## src/rtl/uart_pkg.sv

```systemverilog
// Shared constants and state encoding for the UART transmitter.
package uart_pkg;

    localparam int unsigned PAR_NONE = 0;
    localparam int unsigned PAR_EVEN = 1;
    localparam int unsigned PAR_ODD  = 2;

    typedef enum logic [2:0] {
        ST_IDLE,
        ST_START,
        ST_DATA,
        ST_PARITY,
        ST_STOP
    } tx_state_e;

endpackage

```

## src/rtl/uart_sync_fifo.sv

```systemverilog
// Synchronous first-word-fall-through FIFO; count disambiguates full from empty.
module uart_sync_fifo #(
    parameter int unsigned WIDTH = 8,
    parameter int unsigned DEPTH = 4
) (
    input  logic                     clk,
    input  logic                     rst,
    input  logic                     wr_en,
    input  logic [WIDTH-1:0]         wr_data,
    input  logic                     rd_en,
    output logic [WIDTH-1:0]         rd_data,
    output logic                     full,
    output logic                     empty,
    output logic [$clog2(DEPTH):0]   count
);

    localparam int unsigned AW = $clog2(DEPTH);
    localparam int unsigned CW = AW + 1;

    logic [WIDTH-1:0] mem [DEPTH];
    logic [AW-1:0]    wr_ptr;
    logic [AW-1:0]    rd_ptr;
    logic             do_wr;
    logic             do_rd;

    assign full    = (count == CW'(DEPTH));
    assign empty   = (count == CW'(0));
    assign do_wr   = wr_en && !full;
    assign do_rd   = rd_en && !empty;
    assign rd_data = mem[rd_ptr];

    // Storage carries no reset; validity is tracked by count alone.
    always_ff @(posedge clk) begin
        if (do_wr) begin
            mem[wr_ptr] <= wr_data;
        end
    end

    always_ff @(posedge clk) begin
        if (rst) begin
            wr_ptr <= '0;
            rd_ptr <= '0;
            count  <= '0;
        end else begin
            if (do_wr) begin
                wr_ptr <= wr_ptr + AW'(1);
            end
            if (do_rd) begin
                rd_ptr <= rd_ptr + AW'(1);
            end
            if (do_wr && !do_rd) begin
                count <= count + CW'(1);
            end else if (!do_wr && do_rd) begin
                count <= count - CW'(1);
            end
        end
    end

endmodule

```

## src/rtl/uart_tx_fifo.sv

```systemverilog
// UART serialiser fed by a FIFO; frames go out back-to-back while words are queued.
module uart_tx_fifo
    import uart_pkg::*;
#(
    parameter int unsigned DATA_BITS    = 8,
    parameter int unsigned CLKS_PER_BIT = 8,
    parameter int unsigned PARITY       = 0,
    parameter int unsigned STOP_BITS    = 1,
    parameter int unsigned FIFO_DEPTH   = 4
) (
    input  logic                          clk,
    input  logic                          rst,
    input  logic [DATA_BITS-1:0]          in_data,
    input  logic                          in_valid,
    output logic                          in_ready,
    output logic                          tx,
    output logic                          tx_busy,
    output logic                          tx_done,
    output logic [$clog2(FIFO_DEPTH):0]   fifo_count
);

    localparam int unsigned CW = $clog2(CLKS_PER_BIT);
    localparam int unsigned IW = $clog2(DATA_BITS);

    if (PARITY > PAR_ODD) begin : g_bad_parity
        $error("uart_tx_fifo: PARITY=%0d is illegal", PARITY);
    end
    if (STOP_BITS < 1 || STOP_BITS > 2) begin : g_bad_stop
        $error("uart_tx_fifo: STOP_BITS=%0d is illegal", STOP_BITS);
    end

    tx_state_e             state;
    logic [CW-1:0]         clk_cnt;
    logic [IW-1:0]         bit_idx;
    logic [DATA_BITS-1:0]  shift;
    logic                  par_bit;

    logic [DATA_BITS-1:0]  head;
    logic                  full;
    logic                  empty;
    logic                  wr_en;
    logic                  pop_c;
    logic                  bit_last_c;
    logic                  stop_last_c;
    logic                  par_calc_c;
    logic                  tx_next_c;

    assign in_ready    = !full;
    assign wr_en       = in_valid && !full;
    assign bit_last_c  = (clk_cnt == CW'(CLKS_PER_BIT - 1));
    assign stop_last_c = (bit_idx == IW'(STOP_BITS - 1));
    assign par_calc_c  = (PARITY == PAR_ODD) ? ~(^head) : ^head;
    assign pop_c       = !empty && ((state == ST_IDLE) ||
                                    (state == ST_STOP && bit_last_c && stop_last_c));

    uart_sync_fifo #(
        .WIDTH (DATA_BITS),
        .DEPTH (FIFO_DEPTH)
    ) u_fifo (
        .clk     (clk),
        .rst     (rst),
        .wr_en   (wr_en),
        .wr_data (in_data),
        .rd_en   (pop_c),
        .rd_data (head),
        .full    (full),
        .empty   (empty),
        .count   (fifo_count)
    );

    // Line level for the current state; registered below, so tx trails state by one cycle.
    always_comb begin
        tx_next_c = 1'b1;
        case (state)
            ST_START:  tx_next_c = 1'b0;
            ST_DATA:   tx_next_c = shift[0];
            ST_PARITY: tx_next_c = par_bit;
            default:   tx_next_c = 1'b1;
        endcase
    end

    always_ff @(posedge clk) begin
        if (rst) begin
            state   <= ST_IDLE;
            clk_cnt <= '0;
            bit_idx <= '0;
            shift   <= '0;
            par_bit <= 1'b0;
            tx      <= 1'b1;
            tx_busy <= 1'b0;
            tx_done <= 1'b0;
        end else begin
            tx      <= tx_next_c;
            tx_done <= 1'b0;
            case (state)
                ST_IDLE: begin
                    if (pop_c) begin
                        shift   <= head;
                        par_bit <= par_calc_c;
                        clk_cnt <= '0;
                        bit_idx <= '0;
                        state   <= ST_START;
                        tx_busy <= 1'b1;
                    end
                end
                ST_START: begin
                    if (bit_last_c) begin
                        clk_cnt <= '0;
                        state   <= ST_DATA;
                    end else begin
                        clk_cnt <= clk_cnt + CW'(1);
                    end
                end
                ST_DATA: begin
                    if (bit_last_c) begin
                        clk_cnt <= '0;
                        shift   <= shift >> 1;
                        if (bit_idx == IW'(DATA_BITS - 1)) begin
                            bit_idx <= '0;
                            state   <= (PARITY != PAR_NONE) ? ST_PARITY : ST_STOP;
                        end else begin
                            bit_idx <= bit_idx + IW'(1);
                        end
                    end else begin
                        clk_cnt <= clk_cnt + CW'(1);
                    end
                end
                ST_PARITY: begin
                    if (bit_last_c) begin
                        clk_cnt <= '0;
                        state   <= ST_STOP;
                    end else begin
                        clk_cnt <= clk_cnt + CW'(1);
                    end
                end
                ST_STOP: begin
                    // bit_idx counts stop bits here; a queued word restarts without an idle gap.
                    if (bit_last_c) begin
                        clk_cnt <= '0;
                        if (stop_last_c) begin
                            bit_idx <= '0;
                            tx_done <= 1'b1;
                            if (pop_c) begin
                                shift   <= head;
                                par_bit <= par_calc_c;
                                state   <= ST_START;
                            end else begin
                                state   <= ST_IDLE;
                                tx_busy <= 1'b0;
                            end
                        end else begin
                            bit_idx <= bit_idx + IW'(1);
                        end
                    end else begin
                        clk_cnt <= clk_cnt + CW'(1);
                    end
                end
                default: begin
                    state   <= ST_IDLE;
                    tx_busy <= 1'b0;
                end
            endcase
        end
    end

endmodule
```

## config.mk

```make
export PLATFORM = sky130hd
export DESIGN_NAME = uart_tx_fifo
export DESIGN_NICKNAME = d
export VERILOG_FILES = /design/src/rtl/uart_pkg.sv /design/src/rtl/uart_sync_fifo.sv /design/src/rtl/uart_tx_fifo.sv
export SDC_FILE = /design/constraint.sdc
export NUM_CORES = 1
export LEC_CHECK = 0
export ABC_CLOCK_PERIOD_IN_PS = 4300
export CAP_MARGIN = 20
export CORE_MARGIN = 4
export CORE_UTILIZATION = 50
export DETAILED_ROUTE_END_ITERATION = 6
export PLACE_DENSITY = 0.69
export SYNTH_ARGS = -nofsm -noshare
export SYNTH_HDL_FRONTEND = slang
export SYNTH_SLANG_ARGS = --single-unit
```

## constraint.sdc

```tcl
create_clock -name clk -period 4.3 [get_ports clk]
set_input_delay 0.43 -clock clk [delete_from_list [all_inputs] [get_ports clk]]
set_output_delay 0.43 -clock clk [all_outputs]
set_load 0.02 [all_outputs]
```

==> results.md, run 1 <==
* Outcome: complete, no violations
* Final-stage net count at 268
* Overall Global Routing Usage at 16.30%
* Compound-Gate Fraction of Synth Area at between 10% and 20%
* Post-DP HPWL at 3166 um
* Max Clock Skew at 4.897 ps
* CTS Hold Bufs at 0
* Synth Area in Adders at 5.246%
* Number of setup buffers added after CTS at 0
* Largest family of logic cells by synthesized area: compound AO/OA/AOI/OAI gates
* WHS Path Cells at 2
* First-pass GRT wire length at 8038 um
* Final Cycle Share at 59.58%
* Design Area, Final at between 3000 and 4000 sq um
* N_diodes at 0
* DRT Wirelength at 4720 um
* Power density over the cells at 633.7 nW/um^2
* Max_slew headroom at 62.25%
* CTS tree: done
* Mapped Cells at 230
* Static leakage at 1.104 nW
* Final min period at 2562 ps
* Final Setup Violations at 0
* Critical Path Max Stage Delay at 450 ps
* Placer Congestion at 0.7607
* Ratio of cells with drive above 1 in the final layout at 11.55%
* Area grow syn2layout at 15.20%
* Syn_nets at ~250
* Num CTS Buffers at 9
* Clock root buffer: clkbuf_8
* Clock latency at the later pin of the worst-skew pair at 340 ps
* Most common cell on crit path: ha_1
* Setup TNS at 0 ps
* Vias per cell at 5.458
* Average size of a mapped cell at 12.03 sq um
* Worst VDD drop at 0.0003421 V
* Core ar. at around 5200 sq um
* Worst Path Required at 4570 ps
* Worst slew pin tran at about 570 ps
* Post-synthesis sequential area ratio at 56.45%
* Number of global-route vias before repair at 1705
* # DRC at 0
* Worst setup path category: register to register
* Worst r2r path cells at 11
* Netlist Area Pre-Place at 2766 sq um
* Clock Tree Buf Depth at 2
* Critical path's slowest cell: a211oi_2
* Die Y-Extent at ~82 um
* Antenna-violating nets left at 0
* Die Wd at 82.38 um
* Crit-path cells: ha_1, ha_1, nand3b_2, a211oi_2, inv_1, ha_1, inv_1, fa_1, xor2_1, or3_1, a21oi_1
* Initial core utilization at 52.82%
* Synth Register Bits at 62
* Reg clk slew, reported paths at 70 ps
* DP Area at 2958 sq um
* Synth unique cells at 41
* Fmax at 0.3903 GHz
* Buffers on Ports at 17
* Maxcap violations at 0
* Critical Path Start Type: register
* IO Pins at 18
* Via Count at 1752
* Wirelength per Cell at 14.70 um
* Gr ovfl total at 0
* Xor/xnor share of the synthesized area at 4.432%
* Worst EP arrival at 2830 ps
* DRT Pass-1 Iters at 4
* Fin. max-slew vios at 0
* Initial antenna violation count at 0
* DR iter-0 viols at 117
* Hold WC Path Type: register to register
* Yosys warns at 0
* Final hold violations at 0
* Mux cell area share after synthesis at 7.960%
* CTS resizes at 0
* CP Max Fanout at 7
* H-Tree Depth at 3
* Largest net degree at the start of global routing at 30
* Num Clock Sinks at 62
* Die area at 6786 sq um
* CP Capture Type: register
* Post-Synth Simple-Gate Area at 10.81%
* Row count at 26
* Unrepaired setup endpoints after global routing: false
[path summary, 6_finish.rpt]
check,startpoint,endpoint,slack [ps]
worst max-delay path,clk_cnt[0],u_fifo.count[2],1740
worst min-delay path,shift[1],shift[0],480
worst max register to register,clk_cnt[0],u_fifo.count[2],1740
worst min register to register,shift[1],shift[0],480
[synthesized netlist by cell type]
cell | number | area [sq um]
edfxtp_1 | 32 | 960.9
dfxtp_1 | 30 | 600.6
nor2_1 | 25 | 93.84
nand2_1 | 17 | 63.81
o21ai_0 | 11 | 55.05
xnor2_1 | 11 | 96.34
a21oi_1 | 10 | 50.05
ha_1 | 10 | 125.1
inv_1 | 10 | 37.54
clkbuf_1 | 9 | 33.78
mux4_2 | 8 | 180.2
a311oi_1 | 7 | 61.31
and3_1 | 4 | 25.02
mux2i_1 | 4 | 40.04
nand3_1 | 3 | 15.01
nor2b_1 | 3 | 18.77
nor3_1 | 3 | 15.01
xor2_1 | 3 | 26.28
a211o_1 | 2 | 17.52
a221oi_1 | 2 | 17.52
a311oi_2 | 2 | 30.03
buf_6 | 2 | 22.52
o211ai_1 | 2 | 15.01
o21ai_1 | 2 | 10.01
or3_1 | 2 | 12.51
a211oi_1 | 1 | 7.510
a211oi_2 | 1 | 12.51
a21o_1 | 1 | 7.510
a21oi_4 | 1 | 16.27
a22oi_1 | 1 | 7.510
a31oi_1 | 1 | 6.260
and2_1 | 1 | 6.260
buf_2 | 1 | 5.000
clkbuf_2 | 1 | 5.000
fa_1 | 1 | 20.02
nand2b_1 | 1 | 6.260
nand3b_2 | 1 | 11.26
nand4b_1 | 1 | 8.760
nor4_1 | 1 | 6.260
or2_1 | 1 | 6.260
or4b_1 | 1 | 10.01
[layer usage]
metal / wire [um] / part of all wire [%] / track usage [%]
met4: 87 / 1.8 / 7.973
met5: 0 / 0 / 0
met1: 2205 / 47 / 20.93
met2: 2225 / 47 / 25.16
met3: 201 / 4.3 / 4.772
[critical path, delay by kind of cell, from the launching register on]
family	cells	cell delay, ps
and+or+nand+nor	2	460
adders and majority gates	4	840
AOI/OAI and AO/OA	2	590
DFF	1	350
buffers and inverters	2	150
xor gates and xnor gates	1	80
[flip-flops by register name, summed over array words and instances (netlist names), named ones only]
name and cells:
bit_idx 3, clk_cnt 3, par_bit 1, tx 1, tx_done 1, u_fifo.wr_ptr 2
u_fifo.count 3, u_fifo.mem 32, shift 8, u_fifo.rd_ptr 2, state 3, tx_busy 1
[logic make-up (layout without fill, tap and decap cells)]
kind of cell               Yosys count  count (layout)
xor gates and xnor gates            14              14
AOI/OAI and AO/OA                   44              44
buffers and inverters               23              44
muxes                               12              12
DFF                                 62              62
adders and majority gates           11              11
and+or+nand+nor                     64              64
[placed cells by master (no fill, tap or decap), types with 3 or more instances in the layout]
master / count
ha_1: 10
nand3_1: 3
o21ai_0: 11
edfxtp_1: 32
and3_1: 4
a21oi_1: 10
xor2_1: 3
mux4_2: 8
mux2i_1: 4
nor2_1: 25
xnor2_1: 11
clkbuf_8: 9
nand2_1: 17
inv_1: 10
nor3_1: 3
a311oi_1: 7
clkdlybuf4s50_1: 17
dfxtp_1: 30
nor2b_1: 3
[metrics by stage]
| step | instances | power (mW) | utilization, % | hold WS, ps | worst slack, ps |
|---|---|---|---|---|---|
| 6_report | 321 | 2.019 | 60.85 | 475.3 | 1738 |
| 5_1_grt | 321 | 2.156 | 60.85 | 499.1 | 1448 |
| 4_1_cts | 320 | 2.042 | 60.56 | 480.1 | 1671 |
| 3_5_place_dp | 304 | 1.491 | 56.47 | 470.8 | 1697 |
| 3_3_place_gp | 304 | 1.471 | 56.47 | 465.0 | 1805 |
| 2_1_floorplan | 230 | 1.353 | - | 448.6 | 1886 |
[where the power goes]
group          switching (mW)  total, mW  internal (mW)
Clock                   0.222      0.547          0.325
Sequential             0.0973      0.832          0.734
Combinational           0.329      0.641          0.312
[final cells by class]
type | count | area [sq um]
fill | 435 | 2051
sequential | 62 | 1562
multi-input combinational | 145 | 1101
timing repair buffer | 18 | 185.2
clock buffer | 10 | 127.6
tap | 70 | 87.58
clock inverter | 6 | 86.33
inverter | 10 | 37.54
Note: power is estimated with default switching activity, not from simulation.
==> run 2, diff against run 1 <==
- ABC_CLOCK_PERIOD_IN_PS: 4300 -> 2700
- clock period: 4.3 -> 2.7 ns (I/O delays scaled with it)
==> run 2 against run 1 <==
  * Critical path depth did not move
  * Highest routed layer unchanged
  * Critical endpoint unchanged
  * Die area did not move
  * Combinational power rose by 65%
  * Routed wire length fell by 1.3%
  * Flip-flop and latch count did not move
  * Maximum frequency rose by 4.4%
  * First-iteration DRC count fell by 36%
  * Via count fell by 0.51%
  * Clock power rose by 49%
  * Setup slack got worse by 1500 ps
  * Sequential share of layout area fell by 0.077 points
==> results.md, run 2 (synthesis gave the netlist of run 1 again) <==
* N_diodes at 0 (unchanged)
* Via Count at 1743 (-0.51%)
* Pre-CTS WS at 244.3 ps (-1453 ps)
* Clock root buffer: clkbuf_8
* Max FFs per register at 32 (unchanged)
* Critical Path Start Type: register
* Area grow syn2layout at 15.38%
* Power Internal at 2.118 mW (+54%)
* Most frequent cells in the layout: edfxtp_1 (32), dfxtp_1 (30), nor2_1 (25), nand2_1 (17), clkdlybuf4s50_1 (17)
* Worst slew pin tran at 548.9 ps (-16.54 ps)
* Largest net degree at the start of global routing at 21 (-30%)
* Wirelength per Cell at 14.38 um (-2.2%)
* CTS Hold Bufs at 0 (unchanged)
* CP Max Fanout at 7 (unchanged)
* GR Layer Usage met3 at 5.531% (+0.76 points)
* Die Wd at 82.38 um (unchanged)
* Post-DP HPWL at 3255 um (+2.8%)
* Power density over the cells at 994.4 nW/um^2 (+57%)
* Worst r2r src: clk_cnt[0]
* Row count at 26 (unchanged)
* Buffers on Ports at 17 (unchanged)
* Final hold violations at 0 (unchanged)
* Static leakage at 1.107 nW (+0.28%)
* Worst EP arrival at 2730 ps (-100 ps)
* Vias per cell at 5.380 (-1.4%)
* Hold EP: shift[1]
* Most common cell after layout, fill and taps aside: edfxtp_1
* Number of global-route vias before repair at 1672 (-1.9%)
* Outcome: complete, no violations
* DRT Wirelength at 4659 um (-1.3%)
* Worst setup path category: register to register
* Reg clk slew, reported paths at 70 ps (about the same)
* # DRC at 0 (unchanged)
* CTS resizes at 0 (unchanged)
* Max_slew headroom at 63.36% (+1.1 points)
* Reg-to-reg endpoint: u_fifo.count[2]
* Clk pwr share at 25.7% (-1.4 points)
* Overall Global Routing Usage at 16.12% (-0.18 points)
* CP Capture Type: register
* Number of setup buffers added after CTS at 0 (unchanged)
* Initial antenna violation count at 0 (unchanged)
* Die area at 6786 sq um (unchanged)
* Hold slack at 486.7 ps (+11.46 ps)
* Num CTS Buffers at 9 (unchanged)
* Final Setup Violations at 0 (unchanged)
* Initial core utilization at 52.82% (unchanged)
* Final min period at 2455 ps (-107.1 ps)
* Final Cycle Share at 90.93% (+31 points)
* Final-stage net count at 271 (+1.1%)
* Clock Tree Buf Depth at 2 (unchanged)
* CTS tree: done
* Fmax at 0.4073 GHz (+4.4%)
* Combinational fraction of design power at 33.5% (+1.8 points)
* Hold Startpoint: shift[2]
* Worst VDD drop at 0.0006157 V (+80%)
* Num Clock Sinks at 62 (unchanged)
* Placer Congestion at 0.8591 (+13%)
* Worst r2r path cells at 11 (unchanged)
* Switching fraction of total power at 33.26% (+1.2 points)
* First-pass GRT wire length at 7976 um (-0.77%)
* Clock latency at the later pin of the worst-skew pair at 340 ps (about the same)
* Fillers at 415 (-4.6%)
* FF-to-FF setup slack at 240 ps (-1490 ps)
* Die Y-Extent at 82.38 um (unchanged)
* Biggest register: u_fifo.mem
* Ratio of cells with drive above 1 in the final layout at 12.99% (+1.4 points)
* GRT busiest layer: met2
* Hold WC Path Type: register to register
* Antenna-violating nets left at 0 (unchanged)
* DRT Pass-1 Iters at 4 (unchanged)
* Final core utilization at 60.94% (+0.095 points)
* Worst Path Required at 2970 ps (-1600 ps)
* Setup TNS at 0 ps (unchanged)
* Fin worst setup slack at 245.0 ps (-1493 ps)
* Flop pwr share at 40.8% (-0.4 points)
* Switching Power at 1.056 mW (+63%)
* Maxcap violations at 0 (unchanged)
* Unrepaired setup endpoints after global routing: false
* Routing usage on met1 at 19.75% (-1.2 points)
* WHS Path Cells at 2 (unchanged)
* Gr ovfl total at 0 (unchanged)
* Top Registers: u_fifo.mem x32, shift x8
* H-Tree Depth at 3 (unchanged)
* Core ar. at 5238 sq um (unchanged)
* Met2 usage at 25.80% (+0.64 points)
* Fin. max-slew vios at 0 (unchanged)
* IO Pins at 18 (unchanged)
* Max Clock Skew at 7.463 ps (+2.566 ps)
* DR iter-0 viols at 75 (-36%)
-- run 2: cell count changes in the layout (fill, tap and decap cells not counted) --
cell	delta
inv_6	+2
clkinv_2	-2
buf_4	+4
clkinvlp_4	+1
buf_8	-1
clkinv_4	+1
clkbuf_1	-1
bufinv_16	-1
-- run 2: metrics by stage --
step	total power [mW]	std cells	cell area, sq um
after CTS	3.210	324	3192
final	3.174	324	3192
after detailed placement	2.387	308	2988
after global placement	2.357	308	2988
after floorplan	2.155	230	2766
after global routing	3.390	324	3192
-- run 2: how the worst max path moves through the flow --
stage | cells past startpoint | to | slack (ps) | from
4_1_cts | 11 | u_fifo.count[2] | 230 | clk_cnt[0]
6_report | 11 | u_fifo.count[2] | 240 | clk_cnt[0]
5_1_grt | 11 | u_fifo.count[2] | 110 | clk_cnt[0]
3_5_place_dp | 11 | u_fifo.count[2] | 240 | clk_cnt[0]
3_3_place_gp | 11 | u_fifo.count[2] | 340 | clk_cnt[0]
2_1_floorplan | 10 | u_fifo.count[2] | 290 | u_fifo.count[0]
-- run 2: layout make-up --
class	instances	area (sq um)	area share (%)
sequential	62	1562	48.92
multi-input combinational	145	1101	34.50
timing repair buffer	21	200.2	6.272
clock buffer	9	123.9	3.881
tap	70	87.58	2.744
clock inverter	7	80.08	2.509
inverter	10	37.54	1.176
-- run 2: power by group through the flow --
stage                     Sequential [mW]  Clock [mW]  Combinational (mW)
after detailed placement             1.32           0                1.07
after CTS                            1.30       0.842                1.07
after floorplan                      1.29           0               0.866
after global routing                 1.32       0.888                1.18
final                                1.29       0.817                1.06
after global placement               1.31           0                1.04
-- run 2: per-layer routing --
| metal | up-vias | wire length (um) |
|---|---|---|
| li1 | 878 | - |
| met1 | 827 | 2141 |
| met2 | 34 | 2286 |
| met3 | 4 | 190 |
| met4 | 0 | 42 |
| met5 | - | 0 |
-- run 2: worst max-delay path, cell delays in order (launching register included) --
cell,delay [ps]
dfxtp_1,330
ha_1,200
ha_1,270
nand3b_2,170
a211oi_2,100
inv_1,90
ha_1,180
inv_1,60
fa_1,380
xor2_1,180
or3_1,310
a21oi_1,140
